## src/rtl/mem_arbiter.sv

```systemverilog
// Two-port round-robin arbiter for the shared DDR block interface.
// Each grant latches one request and runs a single DDR transaction. The winner then gets a one-cycle ready pulse.
module mem_arbiter #(
  parameter int ADDR_WIDTH = 28,
  parameter int BLOCK_SIZE = 256
) (
  input  logic                  clk,
  input  logic                  rst,
  input  logic [1:0]            req_valid,
  input  logic [1:0]            req_rw,
  input  logic [1:0]            req_lock,
  input  logic [ADDR_WIDTH-1:0] req_addr0,
  input  logic [ADDR_WIDTH-1:0] req_addr1,
  input  logic [BLOCK_SIZE-1:0] req_wr0,
  input  logic [BLOCK_SIZE-1:0] req_wr1,
  output logic [1:0]            req_ready,
  output logic [BLOCK_SIZE-1:0] req_rd,
  output logic [1:0]            grant,
  output logic [ADDR_WIDTH-1:0] mem_addr,
  output logic [BLOCK_SIZE-1:0] mem_wr,
  output logic                  mem_rw,
  output logic                  mem_valid,
  input  logic [BLOCK_SIZE-1:0] mem_rd,
  input  logic                  mem_ready
);

  typedef enum logic [1:0] {IDLE, BUSY, RESP} state_t;

  state_t                state_q, state_d;
  logic                  last_q, last_d;
  logic [1:0]            grant_q, grant_d;
  logic [ADDR_WIDTH-1:0] addr_q, addr_d;
  logic [BLOCK_SIZE-1:0] wr_q, wr_d;
  logic                  rw_q, rw_d;
  logic [BLOCK_SIZE-1:0] rd_q, rd_d;
  logic                  win;

  // A locked previous owner keeps the grant. Otherwise a lone requester wins, and a tie goes to the port that was not granted last.
  always_comb begin
    win = ~last_q;
    if (req_valid[last_q] && req_lock[last_q]) win = last_q;
    else if (req_valid == 2'b01)               win = 1'b0;
    else if (req_valid == 2'b10)               win = 1'b1;
  end

  always_ff @(posedge clk or posedge rst) begin
    if (rst) begin
      state_q <= IDLE;
      last_q  <= 1'b1;
      grant_q <= '0;
      addr_q  <= '0;
      wr_q    <= '0;
      rw_q    <= 1'b0;
      rd_q    <= '0;
    end else begin
      state_q <= state_d;
      last_q  <= last_d;
      grant_q <= grant_d;
      addr_q  <= addr_d;
      wr_q    <= wr_d;
      rw_q    <= rw_d;
      rd_q    <= rd_d;
    end
  end

  always_comb begin
    state_d = state_q;
    last_d  = last_q;
    grant_d = grant_q;
    addr_d  = addr_q;
    wr_d    = wr_q;
    rw_d    = rw_q;
    rd_d    = rd_q;
    unique case (state_q)
      IDLE: begin
        if (|req_valid) begin
          state_d = BUSY;
          last_d  = win;
          grant_d = win ? 2'b10 : 2'b01;
          addr_d  = win ? req_addr1 : req_addr0;
          wr_d    = win ? req_wr1 : req_wr0;
          rw_d    = req_rw[win];
        end
      end
      BUSY: begin
        if (mem_ready) begin
          rd_d    = mem_rd;
          state_d = RESP;
        end
      end
      RESP: begin
        state_d = IDLE;
        grant_d = '0;
      end
      default: state_d = IDLE;
    endcase
  end

  // DDR side is driven only from the latched request, never from live requester inputs.
  assign mem_valid = (state_q == BUSY);
  assign mem_addr  = addr_q;
  assign mem_rw    = rw_q;
  assign mem_wr    = rw_q ? wr_q : '0;
  assign grant     = grant_q;
  assign req_ready = (state_q == RESP) ? grant_q : 2'b00;
  assign req_rd    = rd_q;

endmodule

```

## config.mk

```make
export PLATFORM = sky130hd
export DESIGN_NAME = mem_arbiter
export DESIGN_NICKNAME = d
export VERILOG_FILES = /design/src/rtl/mem_arbiter.sv
export SDC_FILE = /design/constraint.sdc
export NUM_CORES = 1
export LEC_CHECK = 0
export BUFFER_PORTS_ARGS = -buffer_cell sky130_fd_sc_hd__buf_4
export CAP_MARGIN = 20
export CORE_AREA = 2 2 530 532
export CTS_CLUSTER_DIAMETER = 60
export DETAILED_ROUTE_END_ITERATION = 7
export DIE_AREA = 0 0 532 534
export GPL_TIMING_DRIVEN = 0
export SYNTH_ARGS = -nofsm -noshare
export SYNTH_HDL_FRONTEND = slang
export SYNTH_SLANG_ARGS = --single-unit
```

## constraint.sdc

```tcl
create_clock -name clk -period 26.7 [get_ports clk]
set_input_delay 1.335 -clock clk [delete_from_list [all_inputs] [get_ports clk]]
set_output_delay 1.335 -clock clk [all_outputs]
set_load 0.03 [all_outputs]
```

=== After elaboration in Yosys (flattened, before gate mapping) ===
Index checks and enable logic that the tools add are counted.

* Register bits: 546
* Input bits: 833
* Logic and storage cells: 43

* Order comparisons: 2
* Equal/unequal tests: 6
* Multiplexer cells: 19
* Bitwise gates (word level): 1
* Reductions and logical operators: 8

{| class="wikitable"
|+ Operator list
! cell !! count
|-
| two-way mux 256 bit || 2
|-
| two-way mux 28 bit || 1
|-
| two-way mux 2 bit || 5
|-
| two-way mux 1 bit || 9
|-
| case mux 2 bit (2 select lines) || 2
|-
| AND reduction 2 bit || 4
|-
| equality test 2 x 1 -> 1 bit, second input constant || 2
|-
| equality test 2 bit, second input constant || 2
|-
| < comparator 1 x 2 -> 1 bit, second input constant || 2
|-
| logical NOT 2 bit || 1
|-
| != test 2 x 1 -> 1 bit, second input constant || 1
|-
| != test 2 bit, second input constant || 1
|-
| nonzero test 2 bit || 1
|-
| OR reduction 2 bit || 1
|-
| logical AND 1 bit || 1
|-
| inverter 1 bit || 1
|}

=== Logic depth before layout (Yosys ltp) ===
Gate-level depths: netlist (run 1).

* Depth after elaboration: 7
* Mapped depth: 6
* Depth with buffers taken out: 4

=== Worst setup path after synthesis (run 1) ===
No wires, ideal clock.

* Path type: register -> output
* Start: reg rw_q, in the netlist mem_rw
* End: out mem_wr[100]
* Arrival time: 1.371 ns
* Data required time: 25.365 ns
* Path slack: 23.994 ns
* Stages on the path, launching flop included: 4
* Buffers on the path: 2
* Cells stage by stage: dfrtp_1 -> clkbuf_1 -> clkbuf_1 -> and2_1

* Longest elaborated chain between the ends: 1

{| class="wikitable"
|+ Ends and longest elaborated chain
! element !! line !! text
|-
| start: declaration || 34 || <nowiki>logic rw_q, rw_d;</nowiki>
|-
| start signal: assignment || 61 || <nowiki>rw_q <= rw_d;</nowiki>
|-
| two-way mux 256 bit || 103 || <nowiki>assign mem_wr = rw_q ? wr_q : '0;</nowiki>
|-
| end: declaration || 20 || <nowiki>output logic [BLOCK_SIZE-1:0] mem_wr,</nowiki>
|}

Every way passes these cells.

=== Final worst setup path (run 1) ===
* Start: reg rw_q, in the netlist mem_rw
* End: out mem_wr[118]

The elaborated chain is that of the path after synthesis.

==> reports/metrics.cfg, run 1 <==
[status]
status = finished clean

[logic_synthesis]
synth_cells = 2466
synth_top_area_frac = 0.540
synthTopCellsByCount = dfrtp_1 (545), o21ai_0 (288), nor2_1 (287)
synthTopCellsByArea = dfrtp_1 (54%), mux2_1 (10%), a31oi_1 (7.1%)
synth_area_um2 = 25300
synth_cell_types = 31
syn-num-nets = 3299
ys_seq_elements = 546
synth_ff_type = dfrtp_1
ys_warn_count = 0
async_reset_ff_frac = 1.00
syn_area_per_cell_um2 = 10.2
yosysTopAreaCell = dfrtp_1
yosysMostFrequentCell = dfrtp_1
synth_edf_count = 0
yosysSeqAreaShare = 0.541

[layout]
syn_to_final_growth_pct = 72.6
design_area_um2 = 43600
nFillCells = 31516
drive_gt1_frac = 0.422
multi_input_area_um2 = 10300
utilization = 0.157
final-seq-area_um2 = 13700
num-nets-final = 4781

[floorplanning]
num_rows = 194
start_util = 0.0908
core-area_um2 = 278000
die_w_um = 532
dieHeight_um = 534
pin_count = 1379
die-area_um2 = 284000

[clock_network]
htreeDepth = 3
postCtsSetupBuffers = 0
cts.sinks = 546
clock_latency_ns = 0.79
cts_resized = 0
cts_buffers = 83
cts_hold_buf = 0
cts.clk_slew.worst_paths_ns = 0.06
cts_tree = yes
clock_path_buffers = 4
root_buffer = clkbuf_16

[drt]
drt_iter0_drc = 2226
drt_wl_total_um = 227000
first_pass_iters = 6
antenna_left = 0
drc_errors = 0
num_vias = 27832
viasPerCell = 3.56
wl_per_cell_um = 29.0

[sta]
fmax_ghz = 0.211
period_share = 0.178
fin_ws_ns = 21.96
finClkSkew_ns = 0.0624
slew_headroom = 0.268
slew_violations = 0
hold_viol = 0
setup_viol = 0
fin_setup_tns_ns = 0
rsz0062_at_grt = false
min_period_ns = 4.74
tightest_slew_ns = 1.09

[critical_path]
arrival_ns = 3.41
worst_setup_path_start_kind = register
crit_type = register to output pin
slowest_stage = clkbuf_1
worstSetupEndpointType = output pin
required_ns = 25.36
worst-path-max-fanout = 12
path_buf_inv = 3
crit_family = buffers and inverters
crit_path_cell_trace = clkbuf_2 > clkbuf_1 > and2_1 > buf_4
cpPeakStageDelay_ns = 0.78

[global_route]
grt_pass1_vias = 26848
gr-total-overflow = 0
grt_max_degree = 111
grt_pass1_wl_um = 284000
grt.total_usage = 0.153
grt_antenna_before_repair = 190

[placed_design]
gp_congestion = 1.02
place_ws_ns = 22.37
placedInstanceArea_um2 = 40600
io_buffers = 1378
hpwl_um = 198000

[power_and_ir_drop]
sw_frac_of_total = 0.502
ir_worst_vdd_mv = 0.0630
power_mw = 6.30
p_leak_nw = 18.6
powerDensity_nw_per_um2 = 144
pwr-share-comb = 0.574
intPower_mw = 3.13
pwr-share-seq = 0.242
p_clk_frac = 0.184
p_sw_mw = 3.16

[worst_hold_path]
hold_path.class = register to register

[job]
max_cap_violations = 0

## cells by family (layout without fill, tap and decap cells)
| kind of cell | Yosys count | after routing | share of synthesized area |
|---|---|---|---|
| and+or+nand+nor | 838 | 838 | 0.165 |
| AOI/OAI and AO/OA | 578 | 578 | 0.129 |
| DFF | 546 | 546 | 0.541 |
| muxes | 257 | 257 | 0.115 |
| buffers and inverters | 247 | 1788 | 0.0500 |
| other | 0 | 83 | 0 |
## metrics by stage
stage / hold WS, ns / cells
floorplan: 0.510 / 2466
global placement: 0.469 / 7568
detailed placement: 0.476 / 7587
CTS: 0.488 / 7731
global route: 0.497 / 7779
finish: 0.484 / 7814
## power groups by stage
stage	logic, mW	clock network [mW]	registers, mW
2_1_floorplan	1.44	0	1.88
3_3_place_gp	3.60	0	1.52
3_5_place_dp	3.62	0	1.53
4_1_cts	3.63	1.19	1.52
5_1_grt	3.77	1.21	1.57
6_report	3.61	1.16	1.52
## flip-flops by register name (all words and copies together) (netlist names)
register  count
mem_rw        1
state_q       2
req_rd      256
grant         2
last_q        1
mem_addr     28
wr_q        256
## cell usage in the layout, fill, tap and decap left out, drive strengths merged, types with 4 or more instances in the layout
cell,count
diode,83
nand3,285
o21ai,290
buf,1516
dfrtp,545
inv,12
clkinv,16
nor2,287
clkinvlp,4
clkbuf,231
mux2,257
a31oi,285
and2,257
bufinv,9
## final cells by class
cell class	instances	area share
Antenna cell	83	0.00476
Buffer	244	0.0288
Clock buffer	106	0.0534
Clock inverter	38	0.0111
Inverter	3	0.000430
Multi-Input combinational cell	1673	0.237
Sequential cell	546	0.313
Tap cell	3724	0.107
Timing Repair Buffer	1397	0.244
## final timing paths
check                                   startpoint  depth (start not counted)  slack, ns                 endpoint
min reg2reg                req_rd[130]$_DFFE_PP0P_                          1       0.48  req_rd[130]$_DFFE_PP0P_
min                        req_rd[130]$_DFFE_PP0P_                          1       0.48  req_rd[130]$_DFFE_PP0P_
max                             mem_rw$_DFFE_PP0P_                          4      21.96              mem_wr[118]
min in group asynchronous                      rst                          2       0.64  req_rd[214]$_DFFE_PP0P_
max in group asynchronous                      rst                          4      24.35  mem_addr[1]$_DFFE_PP0P_
max reg2reg                     last_q$_DFFE_PP1P_                          6      23.39    wr_q[112]$_DFFE_PP0P_
## layer usage
metal | up-vias | global-route usage | share of wire
met5 | - | 0.00450 | 0.0041
met4 | 110 | 0.0824 | 0.060
met3 | 514 | 0.0804 | 0.13
met2 | 1935 | 0.243 | 0.45
met1 | 13453 | 0.164 | 0.35
li1 | 11820 | - | -
Power figures use the tool's default switching activity.
==> run 2: changes to the inputs <==
Clock period 26.7 ns to 4.7 ns, I/O delays scaled along.
==> run 2 against run 1 <==
Effect of this change:
- count of clock-buffer cells in the layout rose by 2
- die area did not move
- via count rose by 12%
- combinational power rose to 6.5 times the previous value
- first-iteration DRC count rose by 3.5%
- utilization rose by 3.0 points
- critical path depth rose by 3
- non-clock buffer count rose by 834
- total power rose to 6.1 times the previous value
- routed wire length rose by 2.7%
- critical endpoint is now wr_q[116]$_DFFE_PP0P_
- largest cell class is now non-clock buffers
- largest power group unchanged
- highest routed layer unchanged
==> reports/metrics.cfg, run 2 (synthesis gave the netlist of run 1 again) <==
[worst_hold_path]
hold_depth = 3
hold_path.class = input port to register

[critical_path]
worstRegToRegCells = 7
crit_path_cell_trace = nor2b_1 > o21ai_1 > buf_2 > buf_2 > nand3_1 > a31oi_1 > dlygate4sd3_1
arrival_ns = 4.56
worstSetupEndpointType = register
slowest_stage = buf_2
reg2reg_slack_ns = 0.87
required_ns = 5.43
crit_type = register to register
cpPeakStageDelay_ns = 0.89
worst-path-max-fanout = 14
crit_path_frequent_cell = buf_2
worst_setup_path_start_kind = register

[layout]
design_area_um2 = 52000
num-nets-final = 5618
utilization = 0.187
layout_commonest_cell = buf_4
syn_to_final_growth_pct = 106
drive_gt1_frac = 0.349
final_cell_mix = buf_4 (1385), dlygate4sd3_1 (825), dfrtp_1 (545)
nFillCells = 30818
layout.cells.non_filler = 8642

[global_route]
grt.total_usage = 0.157
grt_max_degree = 42
grt_pass1_wl_um = 298000
grt_antenna_before_repair = 176
gr-total-overflow = 0
grt_pass1_vias = 31653

[sta]
setup_viol = 0
min_period_ns = 3.83
hold_viol = 0
fmax_ghz = 0.261
rsz0062_at_grt = false
fin_ws_ns = 0.866
tightest_slew_ns = 1.03
slew_headroom = 0.310
period_share = 0.816
finClkSkew_ns = 0.0553
slew_violations = 0

[placed_design]
post-place-cells = 7596
placedInstanceArea_um2 = 40800
hpwl_um = 198000
gp_congestion = 0.965
io_buffers = 1378
place_ws_ns = 0.942

[clock_network]
cts.clk_slew.worst_paths_ns = 0.05
clock_latency_ns = 0.80
cts_buffers = 86
cts.sinks = 546
cts_resized = 0
htreeDepth = 3
root_buffer = clkbuf_16
cts_tree = yes
clock_path_buffers = 4

[drt]
drt_iter0_drc = 2305
wl_per_cell_um = 26.9
num_vias = 31143
antenna_left = 0
first_pass_iters = 5
drt_wl_total_um = 233000
drc_errors = 0
viasPerCell = 3.60

[floorplanning]
dieHeight_um = 534
die-area_um2 = 284000
start_util = 0.0908
num_rows = 194
core-area_um2 = 278000
die_w_um = 532
pin_count = 1379

[job]
max_cap_violations = 0

[power_and_ir_drop]
ir_worst_vdd_mv = 0.416
p_leak_nw = 21.9
power_mw = 38.7
powerDensity_nw_per_um2 = 744

[status]
status = finished clean

run 2: worst paths after layout:
kind,to,from
worst max-delay path,wr_q[116]$_DFFE_PP0P_,last_q$_DFFE_PP1P_
worst min-delay path,wr_q[110]$_DFFE_PP0P_,req_wr0[110]
worst max register to register,wr_q[116]$_DFFE_PP0P_,last_q$_DFFE_PP1P_
worst min register to register,req_rd[158]$_DFFE_PP0P_,req_rd[158]$_DFFE_PP0P_
max in group asynchronous,wr_q[128]$_DFFE_PP0P_,rst
min in group asynchronous,wr_q[37]$_DFFE_PP0P_,rst
run 2: metrics by stage:
step	hold slack (ns)	TNS, ns
after CTS	0.00944	0
after floorplan	0.342	-1615.22
final	0.0438	0
after global placement	0.453	-3930.79
after detailed placement	0.351	0
after global routing	0.00891	0
run 2: layout make-up:
type / count / area [um^2] / share of cell area
clock inverter: 34 / 464 / 0.00893
clock buffer: 108 / 2300 / 0.0442
inverter: 3 / 15.0 / 0.000289
sequential: 546 / 13700 / 0.263
buffer: 244 / 1260 / 0.0242
antenna: 79 / 198 / 0.00380
tap: 3724 / 4660 / 0.0896
timing repair buffer: 2231 / 19100 / 0.367
multi-input combinational: 1673 / 10300 / 0.199
run 2: timing repair:
item,CTS,global route
hold endpoints to repair,629,0
endpoints found under the setup margin,0,0
hold buffers,825,0
setup buffers,0,0
run 2: layer usage:
layer  part of all wire  routed length [um]  track usage  vias up
li1                   -                   -            -    13479
met1               0.37               86300        0.174    15150
met2               0.46              107000        0.258     1916
met3               0.11               26100       0.0678      510
met4              0.056               13100       0.0757       88
met5             0.0025                 583            0        -
run 2: where the power goes:
group / internal, mW / total, mW / switching (mW)
Clock: 3.91 / 6.50 / 2.59
Sequential: 7.13 / 8.83 / 1.70
Combinational: 8.95 / 23.3 / 14.4
Total: 20.0 / 38.7 / 18.7
run 2: critical path, delay by kind of cell (launching register included):
| kind | cells | cell delay, ns |
|---|---|---|
| compound gates | 2 | 0.93 |
| buf+inv | 3 | 1.81 |
| flops | 1 | 0.56 |
| simple gates | 2 | 0.42 |
==> run 3: changes to the inputs <==
Settings changed: ABC_AREA set to 1, CORE_AREA 2 2 530 532 to 2 2 533 535, DIE_AREA 0 0 532 534 to 0 0 535 537.
Clock period 4.7 ns to 3.4 ns, I/O delays scaled along.
==> run 3 against run 2 <==
Effect of this change:
- the run now ends with negative hold slack left
- worst hold slack got worse by 0.060 ns
- synthesized cell count grew 33%
- non-clock buffer count grew 17
- highest routed layer unchanged
==> reports/metrics.cfg, run 3 <==
[status]
status = finished, violations left
violations = negative hold slack

[sta]
fin_ws_ns = 0.178
rsz0062_at_grt = false
tightest_slew_ns = 1.06
fin_setup_tns_ns = 0
fmax_ghz = 0.310
setup_viol = 0
period_share = 0.948
slew_violations = 0
slew_headroom = 0.290
hold_ws_ns = -0.0157
min_period_ns = 3.22
finClkSkew_ns = 0.0345
hold_viol = 2

[clock_network]
cts_buffers = 89
htreeDepth = 3
cts.sinks = 546
root_buffer = clkbuf_16
cts_tree = yes
clock_latency_ns = 0.79
clock_path_buffers = 4
cts.clk_slew.worst_paths_ns = 0.05

[floorplanning]
die-area_um2 = 287000
dieHeight_um = 537
die_w_um = 535
start_util = 0.0909
pin_count = 1379
num_rows = 195
core-area_um2 = 281000

[global_route]
grt_pass1_wl_um = 311000
grt_max_degree = 40
gr-total-overflow = 0
grt_pass1_vias = 34644
grt.total_usage = 0.161
grt_antenna_before_repair = 168

[drt]
antenna_left = 0
drt_iter0_drc = 2911
drt_wl_total_um = 242000
drc_errors = 0
first_pass_iters = 6
num_vias = 34675
wl_per_cell_um = 25.5
viasPerCell = 3.66

[logic_synthesis]
syn_area_per_cell_um2 = 7.83
synth_edf_count = 0
yosysMostFrequentCell = nand2_1
synthTopCellsByCount = nand2_1 (1316), nand3_1 (571), dfrtp_1 (545)
synth_cells = 3268
syn-num-nets = 4101
async_reset_ff_frac = 1.00
ys_seq_elements = 546
synth_top_area_frac = 0.533
ys_warn_count = 0
yosysTopAreaCell = dfrtp_1
synth_cell_types = 19
synthTopCellsByArea = dfrtp_1 (53%), nand2_1 (19%), nand3_1 (11%)
synth_ff_type = dfrtp_1
yosysSeqAreaShare = 0.534
synth_area_um2 = 25600

[power_and_ir_drop]
sw_frac_of_total = 0.499
ir_worst_vdd_mv = 0.502
p_leak_nw = 26.8
power_mw = 47.5
pwr-share-seq = 0.258
p_clk_frac = 0.203
intPower_mw = 23.8
pwr-share-comb = 0.538
powerDensity_nw_per_um2 = 904
p_sw_mw = 23.7

[critical_path]
slowest_stage = dfrtp_1
worstSetupEndpointType = output pin
crit_type = register to output pin
crit_path_cell_trace = clkbuf_2 > clkbuf_1 > nand2_1 > inv_1 > buf_4
crit_family = buffers and inverters
path_buf_inv = 4
cp-startpoint = mem_rw$_DFFE_PP0P_
arrival_ns = 3.05
required_ns = 3.23
cpPeakStageDelay_ns = 0.60
worst-path-max-fanout = 10
worst_setup_path_start_kind = register
reg2reg_from = last_q$_DFFE_PP1P_

[placed_design]
post-place-cells = 8410
placedInstanceArea_um2 = 41000
place_ws_ns = -0.407
io_buffers = 1378
hpwl_um = 203000
gp_congestion = 1.01

[layout]
utilization = 0.187
num-nets-final = 6411
syn_to_final_growth_pct = 105
layout_commonest_cell = buf_4
design_area_um2 = 52600
final_cell_mix = buf_4 (1380), nand2_1 (1316), dlygate4sd3_1 (823)
drive_gt1_frac = 0.310
layout.cells.non_filler = 9480

[job]
max_cap_violations = 0

[worst_hold_path]
hp-start = req_wr1[247]
hold_path.class = input port to register

==> run 3: cell count changes after synthesis, moves of 10 or more <==
cell	before	now
a31oi_1	285	0
clkbuf_1	115	72
buf_2	79	185
buf_6	25	0
and2_1	257	0
inv_1	2	261
mux2_2	28	0
nand3_1	285	571
clkbuf_2	10	0
nor2_1	287	4
o21ai_0	288	3
mux2_1	229	0
nand2_1	0	1316
nand4_1	0	285
==> run 3: cell families after synthesis <==
kind of cell / count (synthesis) / share of synthesized area
simple gates: 2179 / 0.376
flops: 546 / 0.534
buf+inv: 538 / 0.0883
compound gates: 5 / 0.00117
==> run 3: metal layers <==
| metal | vias to the layer above | share of wire | routed length, um | global-route usage |
|---|---|---|---|---|
| met5 | - | 0.0023 | 563 | 0 |
| met3 | 600 | 0.11 | 26700 | 0.0610 |
| met1 | 16469 | 0.37 | 88700 | 0.180 |
| met2 | 2183 | 0.46 | 112000 | 0.267 |
| met4 | 84 | 0.058 | 14100 | 0.0791 |
| li1 | 15339 | - | - | - |
==> run 3: repair_timing <==
| item | CTS | global route |
|---|---|---|
| hold endpoints to repair | 641 | 0 |
| endpoints found under the setup margin | 229 | 0 |
| setup buffers | 0 | 0 |
| hold buffers | 823 | 0 |
| gates resized for setup | 7 | 0 |
==> run 3: worst paths after layout <==
check,endpoint,slack (ns),cells past startpoint
worst max-delay path,mem_wr[174],0.18,5
worst min-delay path,wr_q[247]$_DFFE_PP0P_,-0.02,3
worst max register to register,wr_q[243]$_DFFE_PP0P_,0.23,5
worst min register to register,req_rd[29]$_DFFE_PP0P_,0.48,2
max in group asynchronous,req_rd[45]$_DFFE_PP0P_,0.36,12
min in group asynchronous,wr_q[5]$_DFFE_PP0P_,0.59,4
==> run 3: worst reg2reg max path, cell delays in order, from the launching register on <==
cell      delay (ns)
dfstp_2         0.55
nand2_1         0.06
nand3_2         0.44
clkbuf_1        0.81
nand4_1         0.89
nand3_1         0.34
==> run 3: power by group through the flow <==
stage,Clock (mW),Sequential [mW],Combinational (mW)
floorplan,0,14.4,9.51
global placement,0,12.2,23.8
detailed placement,0,12.1,24.0
CTS,9.87,12.1,25.7
global route,10.1,12.5,27.2
finish,9.67,12.3,25.6
==> run 3: cell type report <==
class / instances / area, um^2
sequential: 546 / 13700
clock inverter: 41 / 478
timing repair buffer: 2222 / 19000
fill: 31320 / 229000
tap: 3743 / 4680
multi-input combinational: 2184 / 9670
inverter: 265 / 998
antenna: 91 / 228
clock buffer: 118 / 2570
buffer: 270 / 1260
